[src/rtl/soc_pkg.sv]
// soc_pkg: shared definitions for the on-chip Wishbone bus controller.
//   - address map: internal window at addr[31:16]==INTERNAL_HI, bit SEL_BIT
//     chooses RAM (1) or bootrom (0)
//   - exception cause codes, controller state and slave-select encodings
//   - wb_req_t bundles the master request, decode() maps an address to a slave
package soc_pkg;

  localparam logic [15:0] INTERNAL_HI = 16'hb000;
  localparam int          SEL_BIT     = 15;

  typedef enum logic [1:0] {
    CAUSE_NONE     = 2'd0,
    CAUSE_UNMAPPED = 2'd1,
    CAUSE_ROMWR    = 2'd2,
    CAUSE_TIMEOUT  = 2'd3
  } cause_e;

  typedef enum logic [1:0] {
    ST_IDLE = 2'd0,
    ST_WAIT = 2'd1,
    ST_ERR  = 2'd2
  } state_e;

  typedef enum logic [1:0] {
    SEL_NONE = 2'd0,
    SEL_ROM  = 2'd1,
    SEL_RAM  = 2'd2
  } sel_e;

  typedef struct packed {
    logic        cyc;
    logic        stb;
    logic        we;
    logic [31:0] addr;
    logic [31:0] data;
  } wb_req_t;

  // SEL_NONE here means the address falls outside every mapped slave.
  function automatic sel_e decode(input logic [31:0] addr);
    if (addr[31:16] != INTERNAL_HI) return SEL_NONE;
    return addr[SEL_BIT] ? SEL_RAM : SEL_ROM;
  endfunction

endpackage

[src/rtl/wb_timeout_cnt.sv]
// wb_timeout_cnt: counts cycles spent waiting for a slave ack.
//   clk, reset  : clock, async active-low reset
//   clr_i       : synchronous clear (priority over en_i)
//   en_i        : count one waiting cycle
//   expired_o   : the current waiting cycle is the TIMEOUT-th one
module wb_timeout_cnt #(
  parameter int TIMEOUT = 15
) (
  input  logic clk,
  input  logic reset,
  input  logic clr_i,
  input  logic en_i,
  output logic expired_o
);

  localparam int CW = $clog2(TIMEOUT + 1);

  logic [CW-1:0] cnt_q, cnt_d;

  always_comb begin
    cnt_d = cnt_q;
    if (clr_i)     cnt_d = '0;
    else if (en_i) cnt_d = cnt_q + CW'(1);
  end

  always_ff @(posedge clk or negedge reset) begin
    if (!reset) cnt_q <= '0;
    else        cnt_q <= cnt_d;
  end

  // cnt_q holds the number of waiting cycles already completed, so the
  // TIMEOUT-th waiting cycle is the one where cnt_q == TIMEOUT-1.
  assign expired_o = en_i && (cnt_q == CW'(TIMEOUT - 1));

endmodule

[src/rtl/wb_bus_ctrl.sv]
// wb_bus_ctrl: single-master pipelined Wishbone controller for bootrom + RAM.
//   Master side : i_wb_cyc/stb/we/addr/data in; o_wb_data/stall/ack/err out
//   CPU         : o_exception pulse with o_cause (sticky until next error)
//   Bootrom     : o_rom_stb, o_rom_addr; i_rom_data/stall/ack (read-only)
//   RAM         : o_ram_stb/we/addr/data; i_ram_data/stall/ack
// One transaction outstanding at a time. Strobes and stall are combinational
// from the IDLE state; ack/err/exception/cause/read data are registered.
module wb_bus_ctrl
  import soc_pkg::*;
#(
  parameter int ROM_AW  = 7,
  parameter int RAM_AW  = 7,
  parameter int TIMEOUT = 15
) (
  input  logic              clk,
  input  logic              reset,
  input  logic              i_wb_cyc,
  input  logic              i_wb_stb,
  input  logic              i_wb_we,
  input  logic [31:0]       i_wb_addr,
  input  logic [31:0]       i_wb_data,
  output logic [31:0]       o_wb_data,
  output logic              o_wb_stall,
  output logic              o_wb_ack,
  output logic              o_wb_err,
  output logic              o_exception,
  output logic [1:0]        o_cause,
  output logic              o_rom_stb,
  output logic [ROM_AW-1:0] o_rom_addr,
  input  logic [31:0]       i_rom_data,
  input  logic              i_rom_stall,
  input  logic              i_rom_ack,
  output logic              o_ram_stb,
  output logic              o_ram_we,
  output logic [RAM_AW-1:0] o_ram_addr,
  output logic [31:0]       o_ram_data,
  input  logic [31:0]       i_ram_data,
  input  logic              i_ram_stall,
  input  logic              i_ram_ack
);

  wb_req_t req;
  assign req = '{cyc: i_wb_cyc, stb: i_wb_stb, we: i_wb_we,
                 addr: i_wb_addr, data: i_wb_data};

  state_e      state_q;
  sel_e        sel_q;
  cause_e      cause_q;
  logic        ack_q, err_q, exc_q;
  logic [31:0] rdata_q;

  sel_e        dsel;
  logic        req_v, rom_stb, ram_stb, accept, bad_req;
  logic        sel_ack, expired;
  logic [31:0] sel_data;

  assign dsel  = decode(req.addr);
  assign req_v = req.cyc && req.stb && (state_q == ST_IDLE);

  always_comb begin
    rom_stb    = 1'b0;
    ram_stb    = 1'b0;
    o_wb_stall = 1'b1;
    if (state_q == ST_IDLE) begin
      // Bootrom writes never reach the slave; they turn into an error instead.
      rom_stb    = req_v && (dsel == SEL_ROM) && !req.we;
      ram_stb    = req_v && (dsel == SEL_RAM);
      o_wb_stall = rom_stb ? i_rom_stall :
                   ram_stb ? i_ram_stall : 1'b0;
    end
  end

  assign accept  = (rom_stb && !i_rom_stall) || (ram_stb && !i_ram_stall);
  assign bad_req = req_v && ((dsel == SEL_NONE) || ((dsel == SEL_ROM) && req.we));

  // Only the slave we are waiting on may complete the transaction.
  assign sel_ack  = ((sel_q == SEL_ROM) && i_rom_ack) ||
                    ((sel_q == SEL_RAM) && i_ram_ack);
  assign sel_data = (sel_q == SEL_ROM) ? i_rom_data : i_ram_data;

  wb_timeout_cnt #(.TIMEOUT(TIMEOUT)) u_tmo (
    .clk       (clk),
    .reset     (reset),
    .clr_i     (state_q != ST_WAIT),
    .en_i      (state_q == ST_WAIT),
    .expired_o (expired)
  );

  always_ff @(posedge clk or negedge reset) begin
    if (!reset) begin
      state_q <= ST_IDLE;
      sel_q   <= SEL_NONE;
      cause_q <= CAUSE_NONE;
      ack_q   <= 1'b0;
      err_q   <= 1'b0;
      exc_q   <= 1'b0;
      rdata_q <= '0;
    end else begin
      ack_q <= 1'b0;
      err_q <= 1'b0;
      exc_q <= 1'b0;
      case (state_q)
        ST_IDLE: begin
          if (accept) begin
            state_q <= ST_WAIT;
            sel_q   <= rom_stb ? SEL_ROM : SEL_RAM;
          end else if (bad_req) begin
            state_q <= ST_ERR;
            cause_q <= (dsel == SEL_NONE) ? CAUSE_UNMAPPED : CAUSE_ROMWR;
            err_q   <= 1'b1;
            exc_q   <= 1'b1;
          end
        end
        ST_WAIT: begin
          // Abort beats ack, ack beats timeout.
          if (!req.cyc) begin
            state_q <= ST_IDLE;
            sel_q   <= SEL_NONE;
          end else if (sel_ack) begin
            state_q <= ST_IDLE;
            sel_q   <= SEL_NONE;
            ack_q   <= 1'b1;
            rdata_q <= sel_data;
          end else if (expired) begin
            state_q <= ST_ERR;
            sel_q   <= SEL_NONE;
            cause_q <= CAUSE_TIMEOUT;
            err_q   <= 1'b1;
            exc_q   <= 1'b1;
          end
        end
        default: state_q <= ST_IDLE;
      endcase
    end
  end

  assign o_wb_ack    = ack_q;
  assign o_wb_err    = err_q;
  assign o_exception = exc_q;
  assign o_cause     = cause_q;
  assign o_wb_data   = rdata_q;

  assign o_rom_stb   = rom_stb;
  assign o_rom_addr  = req.addr[ROM_AW+1:2];
  assign o_ram_stb   = ram_stb;
  assign o_ram_we    = ram_stb && req.we;
  assign o_ram_addr  = req.addr[RAM_AW+1:2];
  assign o_ram_data  = req.data;

endmodule

[config.mk]
export PLATFORM = sky130hd
export DESIGN_NAME = wb_bus_ctrl
export DESIGN_NICKNAME = d
export VERILOG_FILES = /design/src/rtl/soc_pkg.sv /design/src/rtl/wb_timeout_cnt.sv /design/src/rtl/wb_bus_ctrl.sv
export SDC_FILE = /design/constraint.sdc
export NUM_CORES = 1
export LEC_CHECK = 0
export ABC_AREA = 1
export CORE_AREA = 4 4 92 94
export CTS_BUF_LIST = sky130_fd_sc_hd__clkbuf_16
export CTS_CLUSTER_SIZE = 12
export DETAILED_ROUTE_END_ITERATION = 16
export DIE_AREA = 0 0 96 98
export GPL_TIMING_DRIVEN = 0
export PLACE_DENSITY = 0.85
export SLEW_MARGIN = 40
export SYNTH_ARGS = -nofsm -noshare
export SYNTH_HDL_FRONTEND = slang
export SYNTH_SLANG_ARGS = --single-unit
[constraint.sdc]
create_clock -name clk -period 4.1 [get_ports clk]
set_input_delay 0.615 -clock clk [delete_from_list [all_inputs] [get_ports clk]]
set_output_delay 0.615 -clock clk [all_outputs]
set_load 0.01 [all_outputs]
==> results.yml, run 1 <==
die:
  fp.coreArea_um2: 7650
  die_y_um: 98
  die_w_um: 96
  die_area_um2: 9410
  io_pins: 224
  start_util_pct: 33.9
  row_count: 32
power_and_ir_drop:
  vdd_ir_drop_max_mv: 0.162
  power.density_nw_per_um2: 223
  leakage_uw: 0.00228
drt:
  drt_iter0_markers: 19
  wl_um: 7850
  drc: 0
  wl_per_cell_um: 13.9
  vias_per_cell: 4.47
  dr_total_vias: 2533
  drt_first_pass_iters: 4
  ant_nets: 0
timing:
  rsz0062_at_grt: "no"
  maxSlewViolCount: 0
  min_period_ps: 3100
  setup_viol: 0
  fmax_mhz: 322
  hold_viol: 0
  fin_crit_sh_pct: 75.7
  setup_tns_ps: 0
  skew_ps: 7.82
  timing.slew.headroom_pct: 78.5
  setup_ws_ps: 997
  tightest_slew_ps: 323
final_layout:
  drive_above_1_share_pct: 18.9
  area_growth_pct: 79.0
  nNetsFinal: 603
  n_antenna_cell: 0
  layoutNonFillerInstCount: 567
  n_fill_cell: 650
critical_path:
  critPathRequiredTime_ps: 3480
  critPathCaptureType: "output pin"
  critPathArrivalTime_ps: 2490
  path_class: "primary input to output pin"
  critPathMaxFanout: 4
  start_kind: "primary input"
placed_design:
  pre_cts_ws_ps: 999
  routabilityCongestion: 0.800
  dp.cells: 559
  place_hpwl_um: 6610
  io_buffers: 176
global_routing:
  grtUsageTotal_pct: 16.1
  grt_pass1_vias: 2839
  grt_overflow_total: 0
  antenna_found_initial: 0
  grt_pass1_wl_um: 12200
  grt_max_degree: 45
clocking:
  post-cts-setup-buffers: 0
  clkTransAtPathRegs_ps: 60
  ctsResizeCount: 0
  clockBufferDepth: 2
  cts-root-buf: "clkbuf_16"
  hold_buffers: 0
  cts_tree: "built"
  cts_buffers: 5
  htree_levels: 2
  insertion_delay_ps: 280
  cts.sinks: 44
logic_synthesis:
  synth_cell_types: 23
  synth_cells: 280
  syn_avg_cell_area_um2: 9.25
  yosysSeqAreaShare_pct: 42.5
  syn_area_um2: 2590
  ys_seq_elements: 44
  yosys_warnings: 0
  synth_nets: 419
hold_path:
  hold_path_class: "primary input to asynchronous set/reset pin"
status:
  status: "finished, final reports clean"
job:
  maxCapViolations: 0
Yosys cell counts, drive strengths merged:
master  count  share of area, %
buf        58                17
nor2       53               8.0
dfrtp      44                43
a21oi      32               8.7
mux2i      32                12
inv        18               2.6
nand2      18               2.6
nand3      10               1.9
nor3        3              0.58
o21ai       3              0.73
ha          2              0.97
nand4       2              0.48
a31o        1              0.34
nand3b      1              0.29
o211ai      1              0.29
or2         1              0.24
xnor2       1              0.34
sequential cells by signal, summed over array words and instances, names as in the netlist:
register / count
o_cause: 2
o_exception: 1
o_wb_ack: 1
o_wb_data: 32
sel_q: 2
state_q: 2
u_tmo.cnt_q: 4
layout make-up:
class	count	area (um2)	share of cell area (%)
Inverter	18	67.6	1.46
Multi-Input combinational cell	160	978	21.1
Clock inverter	3	13.8	0.297
Sequential cell	44	1100	23.8
Tap cell	102	128	2.75
Clock buffer	5	125	2.70
Timing Repair Buffer	177	1780	38.4
Buffer	58	442	9.53
stage by stage:
stage	instance area, um2	hold slack [ps]	utilization [%]	power, uW
floorplan	2590	319	-	515
global placement	4480	460	58.6	662
detailed placement	4500	494	58.8	669
CTS	4630	298	60.6	1050
global route	4630	302	60.6	1080
finish	4630	291	60.6	1030
path summary, 6_finish.rpt:
| kind | to | slack [ps] | cells past startpoint | startpoint |
|---|---|---|---|---|
| max | o_wb_stall | 1000 | 12 | i_wb_addr[31] |
| min | u_tmo.cnt_q[1] | 290 | 2 | reset |
| max reg2reg | o_wb_data[9] | 2410 | 8 | sel_q[1] |
| min reg2reg | sel_q[0] | 500 | 2 | sel_q[0] |
| max in group asynchronous | o_wb_data[21] | 3600 | 2 | reset |
| min in group clk | sel_q[0] | 500 | 2 | sel_q[0] |
worst max-delay path, stage by stage:
cell             delay, ps
clkdlybuf4s50_1        460
inv_1                   40
nor2_1                  70
nand2_1                 50
nor2_1                  80
nand2_1                100
nor2_1                 140
inv_1                   90
nor2_1                 120
nand2_1                 70
o211ai_1                80
clkdlybuf4s50_1        570
routing by layer:
metal	track usage (%)	vias up	wire, um	share of wire (%)
met1	16.4	1152	2750	35
met2	30.4	148	4070	52
met4	3.06	0	36	0.46
met5	0	-	0	0
li1	-	1227	-	-
met3	6.24	6	989	13
kinds of logic after synthesis:
group | share of synthesized area [%]
DFF | 42.5
buffers and inverters | 19.7
xor gates and xnor gates | 0.338
AOI/OAI and AO/OA | 10.0
and+or+nand+nor | 14.1
adders and majority gates | 0.966
muxes | 12.4
cells in the final DEF, fill, tap and decap left out, types with 2 or more instances in the layout:
| cell | netlist | layout |
|---|---|---|
| mux2i_1 | 32 | 32 |
| nand3_1 | 10 | 10 |
| a21oi_1 | 15 | 15 |
| buf_4 | 48 | 49 |
| clkdlybuf4s50_1 | 0 | 175 |
| o21ai_0 | 2 | 2 |
| dfrtp_1 | 44 | 44 |
| buf_6 | 5 | 5 |
| clkinv_2 | 0 | 2 |
| nand2_1 | 18 | 18 |
| a21oi_2 | 17 | 17 |
| nor2_1 | 52 | 52 |
| nand4_1 | 2 | 2 |
| buf_2 | 5 | 5 |
| clkbuf_16 | 0 | 5 |
| inv_1 | 17 | 17 |
| ha_1 | 2 | 2 |
| nor3_1 | 3 | 3 |
where the power goes:
group | internal (uW) | switching, uW | total (uW)
logic | 157 | 63.8 | 220
registers | 437 | 1.45 | 438
clock network | 221 | 155 | 376
Note: power is estimated with default switching activity, not from simulation.
==> run 2, diff against run 1 <==
--- a/config.mk
+++ b/config.mk
@@ -6,13 +6,13 @@
 export NUM_CORES = 1
 export LEC_CHECK = 0
 export ABC_AREA = 1
-export CORE_AREA = 4 4 92 94
+export CORE_AREA = 4 4 100 102
 export CTS_BUF_LIST = sky130_fd_sc_hd__clkbuf_16
 export CTS_CLUSTER_SIZE = 12
 export DETAILED_ROUTE_END_ITERATION = 16
-export DIE_AREA = 0 0 96 98
+export DIE_AREA = 0 0 104 106
 export GPL_TIMING_DRIVEN = 0
-export PLACE_DENSITY = 0.85
+export PLACE_DENSITY = 0.76
 export SLEW_MARGIN = 40
 export SYNTH_ARGS = -nofsm -noshare
 export SYNTH_HDL_FRONTEND = slang
==> constraint.sdc (replaced) <==
create_clock -name clk -period 2.6 [get_ports clk]
set_input_delay 0.39 -clock clk [delete_from_list [all_inputs] [get_ports clk]]
set_output_delay 0.39 -clock clk [all_outputs]
set_load 0.01 [all_outputs]
==> results.yml, run 2 (synthesis results as in run 1) <==
placed_design:
  dp.cells: 568
  io_buffers: 176
  place_hpwl_um: 6460
  pre_cts_ws_ps: -84.2
  routabilityCongestion: 0.770
clocking:
  clockBufferDepth: 2
  cts_tree: "built"
  cts_buffers: 5
  insertion_delay_ps: 280
  cts.sinks: 44
  cts-root-buf: "clkbuf_16"
  htree_levels: 2
  clkTransAtPathRegs_ps: 60
  hold_buffers: 0
die:
  start_util_pct: 28.4
  io_pins: 224
  row_count: 35
  die_area_um2: 11000
  fp.coreArea_um2: 9110
  die_y_um: 106
  die_w_um: 104
final_layout:
  nNetsFinal: 603
  n_antenna_cell: 0
  regArea_um2: 1100
  n_fill_cell: 839
  area_growth_pct: 80.2
  largest_reg_flops: 32
  drive_above_1_share_pct: 19.1
  final_common_cell: "clkdlybuf4s50_1"
  final_cell_mix: "clkdlybuf4s50_1, nor2_1, buf_4, dfrtp_1, mux2i_1"
  multi_input_area_um2: 978
  layoutNonFillerInstCount: 576
drt:
  wl_met2_um: 3830
  wl_um: 7540
  drt_iter0_markers: 36
  ant_nets: 0
  wl_met1_um: 2810
  drc: 0
  dr_total_vias: 2487
  drt_first_pass_iters: 4
  wl_per_cell_um: 13.1
  top_layer_used: "met4"
  vias_per_cell: 4.32
  met3WireLength_um: 854
timing:
  fmax_mhz: 419
  setup_ws_ps: 214
  rsz0062_at_grt: "no"
  hold_viol: 0
  min_period_ps: 2390
  skew_ps: 7.35
  timing.slew.headroom_pct: 79.0
  maxSlewViolCount: 0
  fin_crit_sh_pct: 91.8
  setup_viol: 0
  tightest_slew_ps: 315
critical_path:
  critPathArrivalTime_ps: 2000
  critPathCaptureType: "output pin"
  critPathRequiredTime_ps: 2210
  path_class: "primary input to output pin"
  r2r_cells: 8
  critPathMaxFanout: 4
  start_kind: "primary input"
  rrSetupSlack_ps: 920
power_and_ir_drop:
  leakage_uw: 0.00234
  power.density_nw_per_um2: 351
  vdd_ir_drop_max_mv: 0.234
hold_path:
  hold_path_class: "primary input to asynchronous set/reset pin"
status:
  status: "finished, final reports clean"
global_routing:
  antenna_found_initial: 0
  grt_overflow_total: 0
  grt_pass1_wl_um: 12200
  grt_pass1_vias: 2599
  grtUsageTotal_pct: 13.4
  grt_max_degree: 25
job:
  maxCapViolations: 0
==> run 2: through the flow <==
stage / util, % / hold WS, ps / power [uW] / area, um2 / TNS, ps
2_1_floorplan: - / 94.4 / 813 / 2590 / 0
3_3_place_gp: 49.3 / 460 / 1050 / 4490 / -1810
3_5_place_dp: 49.6 / 304 / 1060 / 4510 / -84.2
4_1_cts: 51.1 / 1.75 / 1670 / 4660 / 0
5_1_grt: 51.2 / 10.0 / 1720 / 4670 / 0
6_report: 51.2 / 0.435 / 1640 / 4670 / 0
==> run 2: worst max-delay path, cell delays in order <==
cell,delay [ps]
clkdlybuf4s50_1,450
inv_1,30
nor2_1,70
nand2_1,50
nor2_1,80
nand2_1,110
nor2_1,140
inv_1,90
nor2_1,130
nand2_1,80
o211ai_1,100
clkdlybuf4s15_1,270
==> run 2: repair_timing <==
item | 4_1_cts | 5_1_grt
gates cloned | 0 | 0
endpoints found under the setup margin | 1 | 4
hold endpoints to repair | 0 | 0
gates resized for setup | 1 | 4
buffers inserted | 0 | 0
==> run 2: layout make-up <==
type | count | area share [%]
multi-input cells | 160 | 21.0
inverters | 18 | 1.45
flip-flops and latches | 44 | 23.6
well taps | 111 | 2.98
repair buffers | 177 | 38.5
clock inverters | 3 | 0.402
plain buffers | 58 | 9.47
clock buffers | 5 | 2.68
==> run 2: worst paths after layout <==
| check | start | to |
|---|---|---|
| worst max register to register | sel_q[1] | o_wb_data[13] |
| max in group asynchronous | reset | o_wb_data[23] |
| worst max-delay path | i_wb_addr[31] | o_wb_stall |
| worst min-delay path | reset | o_wb_data[5] |
| min in group clk | sel_q[0] | sel_q[0] |
| worst min register to register | sel_q[0] | sel_q[0] |
==> run 2: report_power, final <==
| part | total (uW) | leakage, uW | internal [uW] | switching [uW] |
|---|---|---|---|---|
| logic | 348 | 0.00165 | 247 | 101 |
| registers | 691 | 0.000611 | 689 | 2.47 |
| clock network | 597 | 0.0000736 | 353 | 243 |
==> run 2: layer usage <==
layer / GRT usage [%] / vias to the layer above
met5: 0 / -
met4: 2.85 / 0
met3: 5.65 / 4
met2: 23.6 / 144
met1: 15.1 / 1106
li1: - / 1233
==> run 3, diff against run 2 <==
--- a/config.mk
+++ b/config.mk
@@ -5,14 +5,12 @@
 export SDC_FILE = /design/constraint.sdc
 export NUM_CORES = 1
 export LEC_CHECK = 0
-export ABC_AREA = 1
 export CORE_AREA = 4 4 100 102
-export CTS_BUF_LIST = sky130_fd_sc_hd__clkbuf_16
 export CTS_CLUSTER_SIZE = 12
 export DETAILED_ROUTE_END_ITERATION = 16
 export DIE_AREA = 0 0 104 106
 export GPL_TIMING_DRIVEN = 0
-export PLACE_DENSITY = 0.76
+export PLACE_DENSITY = 0.75
 export SLEW_MARGIN = 40
 export SYNTH_ARGS = -nofsm -noshare
 export SYNTH_HDL_FRONTEND = slang
==> results.yml, run 3 <==
critical_path:
  rr_endpoint: "o_wb_data[14]"
  cp_top_family: "buffers and inverters"
  max_stage_delay_ps: 420
  critPathCaptureType: "output pin"
  critPathArrivalTime_ps: 1980
  r2r_cells: 5
  critPathMaxFanout: 4
  worstSetupPathDepth: 7
  regToRegStartpoint: "state_q[1]"
  slowest_stage: "clkdlybuf4s50_1"
  critical_path_buf_inv_count: 3
  start_kind: "primary input"
  critPathRequiredTime_ps: 2210
  path_class: "primary input to output pin"
  rrSetupSlack_ps: 970
  crit_chain: "clkdlybuf4s50_1 -> nor4bb_2 -> and4_1 -> nand2_1 -> nor2_2 -> buf_4 -> dlygate4sd2_1"
final_layout:
  n_fill_cell: 834
  final_cell_mix: "clkdlybuf4s50_1, buf_4, dfrtp_1, nor2_1"
  drive_above_1_share_pct: 17.6
  n_antenna_cell: 0
  final_common_cell: "clkdlybuf4s50_1"
  final_core_util_pct: 50.1
  nNetsFinal: 581
  final_area_um2: 4560
  area_growth_pct: 84.0
  largest_reg_flops: 32
global_routing:
  grtUsageTotal_pct: 13.5
  grt_max_degree: 24
  grt_overflow_total: 0
  grt_pass1_vias: 2687
  antenna_found_initial: 0
  grt_pass1_wl_um: 12300
power_and_ir_drop:
  vdd_ir_drop_max_mv: 0.161
  leakage_uw: 0.00198
  power.density_nw_per_um2: 346
clocking:
  insertion_delay_ps: 300
  clockBufferDepth: 2
  cts_buffers: 5
  cts-root-buf: "clkbuf_8"
  cts.sinks: 44
  htree_levels: 2
  clkTransAtPathRegs_ps: 80
  cts_tree: "built"
die:
  die_y_um: 106
  row_count: 35
  start_util_pct: 27.2
  io_pins: 224
  die_w_um: 104
  die_area_um2: 11000
  fp.coreArea_um2: 9110
timing:
  tightest_slew_ps: 496
  fin_crit_sh_pct: 91.1
  maxSlewViolCount: 0
  rsz0062_at_grt: "no"
  hold_ws_ps: 493
  setup_tns_ps: 0
  hold_viol: 0
  fmax_mhz: 422
  timing.slew.headroom_pct: 67.0
  setup_viol: 0
  skew_ps: 7.75
  min_period_ps: 2370
job:
  maxCapViolations: 0
drt:
  drc: 0
  vias_per_cell: 4.43
  ant_nets: 0
  wl_per_cell_um: 14.0
  dr_total_vias: 2452
  wl_um: 7740
  drt_first_pass_iters: 4
  drt_iter0_markers: 47
logic_synthesis:
  synth_nets: 392
  synthAdderAreaFrac_pct: 1.01
  synth-async-reset-ratio_pct: 100
  synth_top_cell_area_share_pct: 44.4
  synth-simple-area-share_pct: 13.3
  synthXorXnorAreaFrac_pct: 0.707
  muxShareOfSynthArea_pct: 12.9
  synth_compound_area_share_pct: 9.85
  yosys_warnings: 0
  synth_top_area_cell: "dfrtp_1"
  yosysSeqAreaShare_pct: 44.4
  synth_cell_types: 34
  synthFlopType: "dfrtp_1"
  syn_area_um2: 2480
  synth_edf_count: 0
  synth_top_family_by_area: "buffers and inverters"
  synth_commonest_cells: "buf_4, dfrtp_1, nor2_1"
  syn_avg_cell_area_um2: 9.79
  synth_area_leaders: "dfrtp_1, buf_4, mux2i_1"
  synth_cells: 253
  synth.most_common_cell: "buf_4"
  ys_seq_elements: 44
placed_design:
  placed_area_um2: 4400
  io_buffers: 176
  place_hpwl_um: 6490
  routabilityCongestion: 0.763
hold_path:
  hold_depth: 1
  min_from: "u_tmo.cnt_q[0]"
  whs_endpoint: "u_tmo.cnt_q[0]"
  hold_path_class: "flop to flop"
status:
  status: "finished, final reports clean"
## run 3: routing by layer
layer	GRT usage, %	routed length, um	vias up
met2	26.0	4080	132
met4	2.56	33	0
li1	-	-	1183
met1	13.8	2830	1134
met5	0	0	-
met3	5.59	794	3
## run 3: through the flow
| stage | std cells | power [uW] | setup slack [ps] |
|---|---|---|---|
| 2_1_floorplan | 253 | 815 | 786 |
| 3_3_place_gp | 540 | 1060 | -168 |
| 3_5_place_dp | 541 | 1070 | -214 |
| 4_1_cts | 554 | 1610 | 71.3 |
| 5_1_grt | 554 | 1660 | 111 |
| 6_report | 554 | 1580 | 230 |
## run 3: area by class of cell
type	count	area (um2)	share of cell area (%)
Clock buffer	5	68.8	1.51
Multi-Input combinational cell	146	946	20.7
Clock inverter	3	47.5	1.04
Sequential cell	44	1100	24.1
Timing Repair Buffer	182	1820	39.9
Buffer	58	420	9.22
Inverter	5	18.8	0.412
Tap cell	111	139	3.05
## run 3: cells by family (layout without fill, tap and decap cells)
logic type | after synthesis | count (layout)
buf+inv | 63 | 253
compound gates | 43 | 43
simple gates | 67 | 67
fa+ha+maj | 2 | 2
flops | 44 | 44
mux | 32 | 32
xor+xnor | 2 | 2
## run 3: power breakdown
part           switching (uW)  internal, uW  leakage, uW
clock                     240           289    0.0000583
combinational            99.7           255      0.00132
sequential               4.41           690     0.000608
total                     344          1230      0.00198
## run 3: how the worst max path moves through the flow
stage,start,endpoint,slack [ps]
floorplan,i_wb_addr[25],o_ram_we,790
global placement,i_wb_addr[29],o_ram_we,-170
detailed placement,i_wb_addr[29],o_ram_we,-210
CTS,i_wb_addr[26],o_ram_we,70
global route,i_wb_addr[29],o_ram_we,110
finish,i_wb_addr[26],o_ram_stb,230
## run 3: repair_timing
item	4_1_cts	5_1_grt
cloned	0	0
gates resized for setup	6	2
setup buffers	4	0
hold endpoints to repair	21	0
pin swaps	2	1
setup endpoints to repair	4	1
hold buffers	1	0
